--- config.mk ---
export PLATFORM = sky130hd
export DESIGN_NAME = fp_div_normround_flat
export DESIGN_NICKNAME = d
export VERILOG_FILES = /design/src/rtl/fp_div_normround_if.sv /design/src/rtl/fp_div_normround.sv /design/src/flat_wrapper.sv
export SDC_FILE = /design/constraint.sdc
export NUM_CORES = 1
export LEC_CHECK = 0
export ABC_AREA = 1
export ABC_CLOCK_PERIOD_IN_PS = 2500
export BUFFER_PORTS_ARGS = -buffer_cell sky130_fd_sc_hd__buf_2
export CORE_ASPECT_RATIO = 0.9
export CORE_UTILIZATION = 45
export DETAILED_ROUTE_END_ITERATION = 8
export PLACE_DENSITY = 0.75
export SLEW_MARGIN = 20
export SYNTH_ARGS = -nofsm -noshare
export SYNTH_HDL_FRONTEND = slang
export SYNTH_SLANG_ARGS = --single-unit
--- constraint.sdc ---
create_clock -name int_clk -period 2.5 [get_ports int_clk]
set_clock_uncertainty 0.2 [all_clocks]
set_input_delay 0.25 -clock int_clk [delete_from_list [all_inputs] [get_ports int_clk]]
set_output_delay 0.25 -clock int_clk [all_outputs]
set_load 0.01 [all_outputs]
--- src/rtl/fp_div_normround_if.sv ---
// rtl/fp_div_normround_if.sv - handshake bundle between divider core, normalize/round stage and consumer
//
// Purpose: groups the upstream result handshake (in_*) and the downstream
// packed-result handshake (out_valid/out_ready/Out) of fp_div_normround.
// Ports (signals):
//   in_valid/in_ready   upstream handshake, transfer when both high
//   in_sign             result sign
//   in_exp              signed biased exponent, EXP_W bits two's complement
//   in_mant             quotient mantissa, [MANT_W-1] = 2^0
//   in_sticky           remainder nonzero
//   in_special          00 normal, 01 zero, 10 infinity, 11 NaN
//   out_valid/out_ready downstream handshake
//   Out                 packed IEEE-754 single
// Modports: slave = the stage itself, master = whoever drives and consumes it.
interface fp_div_normround_if #(
  parameter int EXP_W  = 10,
  parameter int MANT_W = 27
);
  logic              in_valid;
  logic              in_ready;
  logic              in_sign;
  logic [EXP_W-1:0]  in_exp;
  logic [MANT_W-1:0] in_mant;
  logic              in_sticky;
  logic [1:0]        in_special;
  logic              out_valid;
  logic              out_ready;
  logic [31:0]       Out;

  modport slave (
    input  in_valid, in_sign, in_exp, in_mant, in_sticky, in_special, out_ready,
    output in_ready, out_valid, Out
  );

  modport master (
    output in_valid, in_sign, in_exp, in_mant, in_sticky, in_special, out_ready,
    input  in_ready, out_valid, Out
  );
endinterface

--- src/rtl/fp_div_normround.sv ---
// rtl/fp_div_normround.sv - post-divide normalize, denormalize, round-to-nearest-even and pack stage
//
// Purpose: takes the raw quotient (sign, unbounded signed biased exponent,
// MANT_W-bit mantissa, sticky) from the divider core, normalizes it one bit
// per cycle, shifts subnormals right one bit per cycle, rounds to nearest
// even, clamps overflow to infinity and emits a packed IEEE-754 single.
// One operation in flight at a time.
// Ports:
//   int_clk  single clock, rising edge
//   reset    asynchronous, active-high; forces IDLE, clears Out/out_valid
//   bus      fp_div_normround_if.slave: in_* upstream handshake and data,
//            out_valid/out_ready/Out downstream handshake and result
module fp_div_normround #(
  parameter int EXP_W  = 10,
  parameter int MANT_W = 27
) (
  input  logic               int_clk,
  input  logic               reset,
  fp_div_normround_if.slave  bus
);

  // Fraction bits of the packed result: mantissa minus hidden bit, guard and two round bits.
  localparam int FRAC_W = MANT_W - 4;

  localparam logic [2:0] S_IDLE   = 3'd0;
  localparam logic [2:0] S_NORM   = 3'd1;
  localparam logic [2:0] S_DENORM = 3'd2;
  localparam logic [2:0] S_ROUND  = 3'd3;
  localparam logic [2:0] S_DONE   = 3'd4;

  localparam logic signed [EXP_W-1:0] EXP_ZERO  = EXP_W'(0);
  localparam logic signed [EXP_W-1:0] EXP_ONE   = EXP_W'(1);
  localparam logic signed [EXP_W-1:0] EXP_FLUSH = EXP_W'(-26);
  localparam logic signed [EXP_W-1:0] EXP_MAX   = EXP_W'(255);

  localparam logic [31:0] QNAN = 32'h7FC00000;

  logic [2:0]               state;
  logic                     sign_q;
  logic signed [EXP_W-1:0]  exp_q;
  logic [MANT_W-1:0]        mant_q;
  logic                     sticky_q;
  logic                     first_q;      // first cycle spent in DENORM
  logic [31:0]              out_q;
  logic                     out_valid_q;

  // Rounding datapath, only consumed in ROUND.
  logic                     rnd_lsb;
  logic                     rnd_guard;
  logic                     rnd_rest;
  logic                     rnd_inc;
  logic [MANT_W-3:0]        rnd_sum;      // one extra bit to catch the carry out of the hidden bit
  logic                     rnd_carry;
  logic                     rnd_hidden;
  logic [FRAC_W-1:0]        rnd_frac;
  logic signed [EXP_W-1:0]  rnd_exp;
  logic [31:0]              rnd_word;

  assign bus.in_ready  = (state == S_IDLE);
  assign bus.out_valid = out_valid_q;
  assign bus.Out       = out_q;

  always_comb begin
    rnd_lsb    = mant_q[3];
    rnd_guard  = mant_q[2];
    rnd_rest   = mant_q[1] | mant_q[0] | sticky_q;
    rnd_inc    = rnd_guard & (rnd_rest | rnd_lsb);
    rnd_sum    = {1'b0, mant_q[MANT_W-1:3]} + {{(MANT_W-3){1'b0}}, rnd_inc};
    rnd_carry  = rnd_sum[MANT_W-3];
    // A carry out leaves the mantissa at exactly 1.0 with the exponent bumped.
    rnd_hidden = rnd_carry | rnd_sum[MANT_W-4];
    rnd_frac   = rnd_carry ? '0 : rnd_sum[FRAC_W-1:0];
    rnd_exp    = rnd_carry ? (exp_q + EXP_ONE) : exp_q;
    if (rnd_exp >= EXP_MAX) begin
      rnd_word = {sign_q, 8'hFF, 23'h0};
    end else begin
      // Subnormals sit at exp=1 with the hidden bit clear, so they pack with a
      // zero exponent field; one that rounds up into the hidden bit packs as 1.
      rnd_word = {sign_q, (rnd_hidden ? rnd_exp[7:0] : 8'h00), rnd_frac};
    end
  end

  always_ff @(posedge int_clk or posedge reset) begin
    if (reset) begin
      state       <= S_IDLE;
      sign_q      <= 1'b0;
      exp_q       <= EXP_ZERO;
      mant_q      <= '0;
      sticky_q    <= 1'b0;
      first_q     <= 1'b0;
      out_q       <= 32'h0;
      out_valid_q <= 1'b0;
    end else begin
      case (state)
        S_IDLE: begin
          if (bus.in_valid) begin
            sign_q   <= bus.in_sign;
            exp_q    <= bus.in_exp;
            mant_q   <= bus.in_mant;
            sticky_q <= bus.in_sticky;
            case (bus.in_special)
              2'b01: begin
                out_q       <= {bus.in_sign, 31'h0};
                out_valid_q <= 1'b1;
                state       <= S_DONE;
              end
              2'b10: begin
                out_q       <= {bus.in_sign, 8'hFF, 23'h0};
                out_valid_q <= 1'b1;
                state       <= S_DONE;
              end
              2'b11: begin
                out_q       <= QNAN;
                out_valid_q <= 1'b1;
                state       <= S_DONE;
              end
              default: state <= S_NORM;
            endcase
          end
        end

        S_NORM: begin
          if (mant_q == '0) begin
            out_q       <= {sign_q, 31'h0};
            out_valid_q <= 1'b1;
            state       <= S_DONE;
          end else if (!mant_q[MANT_W-1]) begin
            mant_q <= mant_q << 1;
            exp_q  <= exp_q - EXP_ONE;
          end else if (exp_q < EXP_ONE) begin
            first_q <= 1'b1;
            state   <= S_DENORM;
          end else begin
            state <= S_ROUND;
          end
        end

        S_DENORM: begin
          first_q <= 1'b0;
          if (first_q && (exp_q < EXP_FLUSH)) begin
            // Too small to keep any mantissa bit: everything becomes sticky.
            mant_q   <= '0;
            sticky_q <= 1'b1;
            exp_q    <= EXP_ONE;
            state    <= S_ROUND;
          end else begin
            sticky_q <= sticky_q | mant_q[0];
            mant_q   <= mant_q >> 1;
            exp_q    <= exp_q + EXP_ONE;
            if (exp_q == EXP_ZERO) begin
              state <= S_ROUND;
            end
          end
        end

        S_ROUND: begin
          out_q       <= rnd_word;
          out_valid_q <= 1'b1;
          state       <= S_DONE;
        end

        S_DONE: begin
          if (bus.out_ready) begin
            out_valid_q <= 1'b0;
            state       <= S_IDLE;
          end
        end

        default: begin
          out_valid_q <= 1'b0;
          state       <= S_IDLE;
        end
      endcase
    end
  end

endmodule

--- src/flat_wrapper.sv ---
// flat-port wrapper written by rule: the top's interface ports become plain ports
module fp_div_normround_flat 
#(
  parameter int EXP_W  = 10,
  parameter int MANT_W = 27
)
  (int_clk, reset, bus_in_valid, bus_in_sign, bus_in_exp, bus_in_mant, bus_in_sticky, bus_in_special, bus_out_ready, bus_in_ready, bus_out_valid, bus_Out);
  fp_div_normround_if #(.EXP_W(EXP_W), .MANT_W(MANT_W)) bus_i ();
  input  logic int_clk;
  input  logic reset;
  input wire logic [$bits(bus_i.in_valid)-1:0] bus_in_valid;
  input wire logic [$bits(bus_i.in_sign)-1:0] bus_in_sign;
  input wire logic [$bits(bus_i.in_exp)-1:0] bus_in_exp;
  input wire logic [$bits(bus_i.in_mant)-1:0] bus_in_mant;
  input wire logic [$bits(bus_i.in_sticky)-1:0] bus_in_sticky;
  input wire logic [$bits(bus_i.in_special)-1:0] bus_in_special;
  input wire logic [$bits(bus_i.out_ready)-1:0] bus_out_ready;
  output wire logic [$bits(bus_i.in_ready)-1:0] bus_in_ready;
  output wire logic [$bits(bus_i.out_valid)-1:0] bus_out_valid;
  output wire logic [$bits(bus_i.Out)-1:0] bus_Out;
  assign bus_i.in_valid = bus_in_valid;
  assign bus_i.in_sign = bus_in_sign;
  assign bus_i.in_exp = bus_in_exp;
  assign bus_i.in_mant = bus_in_mant;
  assign bus_i.in_sticky = bus_in_sticky;
  assign bus_i.in_special = bus_in_special;
  assign bus_i.out_ready = bus_out_ready;
  assign bus_in_ready = bus_i.in_ready;
  assign bus_out_valid = bus_i.out_valid;
  assign bus_Out = bus_i.Out;
  fp_div_normround #(.EXP_W(EXP_W), .MANT_W(MANT_W)) u_core (.int_clk(int_clk), .reset(reset), .bus(bus_i));
endmodule
# [After elaboration in Yosys (flattened, before gate mapping)]
# Index checks and enable logic that the tools add are counted.
[word_totals] reg_bits=76 latch_bits=0 mem_bits_rw=0 romBits=0 inputBits=45 output_inout_bits=34 wordCells=96 n_memories=0
[op_classes] addsub=3 n_mul=0 div_mod_pow=0 n_lt_le_gt_ge=3 n_eq_ne=18 n_shift=0 muxes=39 n_bitwise=7 reduce_logical=17
[op_table] cell="$pmux 32 s3" n=2
[op_table] cell="$mux 27" n=3
[op_table] cell="$pmux 27 s3" n=1
[op_table] cell="$mux 32" n=2
[op_table] cell="$mux 10" n=5
[op_table] cell="$mux 31" n=1
[op_table] cell="$pmux 10 s3" n=1
[op_table] cell="$logic_not 27->1" n=1
[op_table] cell="$mux 26" n=1
[op_table] cell="$add 24x1->25" n=1
[op_table] cell="$mux 23" n=1
[op_table] cell="$mux 3" n=7
[op_table] cell="$reduce_and 4->1" n=4
[op_table] cell="$pmux 3 s5" n=1
[op_table] cell="$add 10x2->10 const B" n=1
[op_table] cell="$ge 10x9->1 const B" n=1
[op_table] cell="$logic_not 10->1" n=1
[op_table] cell="$lt 10x2->1 const B" n=1
[op_table] cell="$lt 10x6->1 const B" n=1
[op_table] cell="$mux 1" n=10
[op_table] cell="$ne 2x2->1 const B" n=5
[op_table] cell="$sub 10x2->10 const B" n=1
[op_table] cell="$mux 8" n=1
[op_table] cell="$eq 3x2->1 const B" n=2
[op_table] cell="20 further kinds" n=32

# [Longest topological paths before layout]
[logic_depth] word_depth=9 depth_mapped=20 ltp_nobuf=18

# [Least setup slack after synthesis]
# No wires, ideal clock.
[synth_path] path_kind="reg2reg" from="register u_core.mant_q[3]" to="register u_core.out_q[13], in the netlist u_core.bus.Out[13]" setup_ns=0.074 arrival_ns=2.037 t_required_ns=2.226 setup_slack_ns=0.189 path_stages_with_launch=20 path_buffers=2 period_less_slack_ns=2.311 cell_sequence="dfrtp_1 nand2_1 inv_1 ha_1 nand2_1 nor2_4 nand2_2 nor2_1 nand3_2 buf_6 nand2_1 nand2_1 nand2_1 nor2_1 nand2_1 nand2_1 nand2_2 nand3_2 buf_6 o21ai_2"
[synth_between] elab_chain_cells=7 word_cells_on_any_way=11 classes_between="add/sub: 1; order compare: 1; eq/ne: 1; mux: 4; bitwise: 2; reduce/logical: 2"
[synth_rtl] element="from (decl)" line_no="fp_div_normround.sv:41" text="logic [MANT_W-1:0] mant_q;"
[synth_rtl] element="from (signal assigned)" line_no="fp_div_normround.sv:99" text="mant_q <= bus.in_mant;"
[synth_rtl] element="from (signal assigned)" line_no="fp_div_normround.sv:128" text="mant_q <= mant_q << 1;"
[synth_rtl] element="from (signal assigned)" line_no="fp_div_normround.sv:148" text="mant_q <= mant_q >> 1;"
[synth_rtl] element="$or 1x1->1" line_no="fp_div_normround.sv:67" text="rnd_inc = rnd_guard & (rnd_rest | rnd_lsb);"
[synth_rtl] element="$and 1x1->1" line_no="fp_div_normround.sv:67"
[synth_rtl] element="$add 24x1->25" line_no="fp_div_normround.sv:68" text="rnd_sum = {1'b0, mant_q[MANT_W-1:3]} + {{(MANT_W-3){1'b0}}, rnd_inc};"
[synth_rtl] element="$mux 10" line_no="fp_div_normround.sv:73" text="rnd_exp = rnd_carry ? (exp_q + EXP_ONE) : exp_q;"
[synth_rtl] element="$ge 10x9->1" line_no="fp_div_normround.sv:74" text="if (rnd_exp >= EXP_MAX) begin"
[synth_rtl] element="$mux 31" line_no="fp_div_normround.sv:74"
[synth_rtl] element="$pmux 32 s3" line_no="fp_div_normround.sv:94" text="case (state)"
[synth_rtl] element="to (signal assigned)" line_no="fp_div_normround.sv:103" text="out_q <= {bus.in_sign, 31'h0};"
[synth_rtl] element="to (signal assigned)" line_no="fp_div_normround.sv:108" text="out_q <= {bus.in_sign, 8'hFF, 23'h0};"
[synth_rtl] element="to (signal assigned)" line_no="fp_div_normround.sv:124" text="out_q <= {sign_q, 31'h0};"
[synth_rtl] element="to (decl)" line_no="fp_div_normround.sv:44" text="logic [31:0] out_q;"
# Several ways; a longest one is shown, not always the timed one.
# A chain may end at the register's enable or synchronous reset.

# [Final worst setup path]
[layout_path] from="register u_core.mant_q[3]" to="register u_core.out_q[3], in the netlist u_core.bus.Out[3]"
# Same word-level chain as after synthesis.

==> results.cfg <==
[status]
status = finished, violations left
violations = DRC, hold timing

[die]
core_area_mm2 = 0.0104
start_util_pct = 47.3
row_count = 35
dieArea_mm2 = 0.0114
io_pins = 79
die_x_um = 112
die_h_um = 101

[sta]
worst_pin_slew_ps = 505
worst_hold_slack_ps = -1.92
clock.fmax_mhz = 401
grt_setup_unrepaired = yes
tns_ps = 0
slew_violations = 0
min_period_ps = 2500
slew_headroom_pct = 66.3
setup_viol = 0
post-route-period-util_pct = 99.8
finalWorstSetupSlack_ps = 4.22
hold_viol_final = 1

[clocking]
clock-sinks = 76
cts_tree = done
cts_max_level = 3
clk_latency_ps = 340
cts_max_path_buffers = 2
cts-buffers-inserted = 9
path_clk_slew_ps = 60
cts_root_buf = clkbuf_16

[synthesis]
ys_top_cells_by_count = nand2_1 (182), dfrtp_1 (76), nor2_1 (73), inv_1 (62), o21ai_0 (32)
synth.net_count = 719
ys_types = 44
synth_top_area_cell = dfrtp_1
netlist_area_mm2 = 0.00493
ys_ff_latch = 76
synth_area_leaders = dfrtp_1 (39%), nand2_1 (14%), nor2_1 (5.6%), inv_1 (4.7%), a221oi_1 (4.3%)
synth_area_per_cell_um2 = 7.35
synthCells = 670
ys_seq_area_share_pct = 38.6
ys.flop_type = dfrtp_1
synth_edf_count = 0
synth_top_area_share_pct = 38.6
synthArstFlopShare_pct = 100
yosysMostFrequentCell = nand2_1
ys_warn_count = 0

[grt]
grt_pass1_vias = 4647
grt_pass1_wl_um = 23000
grt_usage_pct = 25.8
grt_max_degree = 51
grt_remaining_overflow = 0
antenna_found_initial = 0

[route]
vias = 5188
drt_first_iter_violations = 567
via_per_inst = 5.58
drc = 6
ant_nets = 0
firstDrtPassIters = 8
wl_per_cell_um = 16.1
routed_wl_um = 15000

[placed_design]
port_buffers = 78
gp_congestion = 0.916
dp_cells = 889
dp_hpwl_um = 10500
dp_slack_ps = 25.6

[cells_and_area]
antenna_cells = 0
syn2layout_area_growth_pct = 30.8
fin_nets = 846
drive_gt1_share_pct = 31.3
utilization_pct = 61.8
final_cells = 930

[critical_path]
worstPathRequired_ps = 2570
worst-setup-path-type = reg -> reg
crit_path_end_kind = flop
slowest_stage = dfrtp_1
critical_path.max_fanout = 6
cpPeakStageDelay_ps = 360
crit_chain = nand2_2 > inv_2 > ha_4 > nand2_4 > nor2_4 > nand2_2 > nor2_4 > nand3_2 > nand2_1 > nand2_1 > nand2_1 > nor2_1 > nand2_1 > nand2_1 > nand2_2 > nand3_4 > clkbuf_16 > o21ai_2
cp.arrival_ps = 2570
setup.worst_path.start_class = flop
cp_common_cell = nand2_1

[power]
vdd_drop_max_mv = 0.600
p_per_area_mw_per_mm2 = 1180
leakage_nw = 3.08

[flow_run]
cap_viol_max_count = 0

[min_path]
min_path_type = in -> reg
==> registers in the layout, summed over array words and instances (netlist names) <==
name,cells
u_core.bus.out_valid,1
u_core.mant_q,27
u_core.exp_q,10
u_core.sticky_q,1
u_core.sign_q,1
u_core.first_q,1
u_core.bus.Out,32
u_core.state,3
==> cell usage in the layout, fill, tap and decap left out, drive strengths merged, types with 4 or more instances in the layout <==
cell type / instances
a21oi: 22
xor2: 17
dfrtp: 76
nand4: 10
clkinv: 4
nor3: 14
a221oi: 24
dlygate4sd3: 8
ha: 4
buf: 135
nor2: 82
nand3: 33
clkbuf: 13
o21ai: 80
nand2: 186
inv: 70
==> metrics by stage <==
| stage | power, mW | area (um2) |
|---|---|---|
| final | 7.63 | 6440 |
| after global routing | 8.18 | 6440 |
| after CTS | 7.22 | 6020 |
| after detailed placement | 6.00 | 5670 |
| after global placement | 5.89 | 5670 |
| after floorplan | 4.78 | 4930 |
==> cells by family (layout without fill, tap and decap cells) <==
group                    count (synthesis)  count (layout)  share of synthesized area [%]
AO/OA/AOI/OAI                          138             138                           18.3
XOR/XNOR                                18              18                           3.20
adder cells (fa/ha/maj)                  4               4                           1.02
buffers and inverters                  101             231                           8.91
flip-flops                              76              76                           38.6
multiplexers                             2               2                          0.457
AND/OR/NAND/NOR                        331             332                           29.5
==> critical path: cells and delay by family, from the launching register on <==
family / cells / cell delay [ps]
AND/OR/NAND/NOR: 14 / 1340
flip-flops: 1 / 360
buffers and inverters: 2 / 290
adder cells (fa/ha/maj): 1 / 140
AO/OA/AOI/OAI: 1 / 100
==> cell type report <==
| cell class | count | area [um2] |
|---|---|---|
| clock inverters | 4 | 26.3 |
| inverters | 71 | 269 |
| clock buffers | 11 | 243 |
| multi-input cells | 494 | 2810 |
| fillers | 911 | 3980 |
| repair buffers | 145 | 1030 |
| flip-flops and latches | 76 | 1900 |
| well taps | 129 | 161 |
==> where the power goes <==
part / total, mW / internal, mW / switching, mW
registers: 2.20 / 1.70 / 0.497
clock network: 1.21 / 0.692 / 0.517
logic: 4.22 / 1.55 / 2.67
total: 7.63 / 3.94 / 3.69
==> what timing repair did <==
| item | CTS | global route |
|---|---|---|
| setup endpoints to repair | 0 | 35 |
| buffers inserted | 0 | 13 |
| resized for setup | 0 | 67 |
| hold endpoints to repair | 28 | 0 |
| hold buffers | 8 | 0 |
==> final timing paths <==
kind / startpoint / endpoint / slack [ps] / cells after the start
max: u_core.mant_q[3] / u_core.bus.Out[3] / 4 / 18
min: bus_in_mant[16] / u_core.mant_q[16] / -2 / 3
max reg2reg: u_core.mant_q[3] / u_core.bus.Out[3] / 4 / 18
min reg2reg: u_core.bus.Out[15] / u_core.bus.Out[15] / 280 / 2
max in group asynchronous: reset / u_core.exp_q[7] / 1000 / 5
min in group asynchronous: reset / u_core.state[0] / 280 / 3
==> metal layers <==
layer	up-vias	wire, um	global-route usage (%)
li1	2483	-	-
met1	2402	6550	36.1
met2	261	6660	39.3
met3	42	1400	5.69
met4	0	405	10.4
met5	-	0	0
Power figures use the tool's default switching activity.
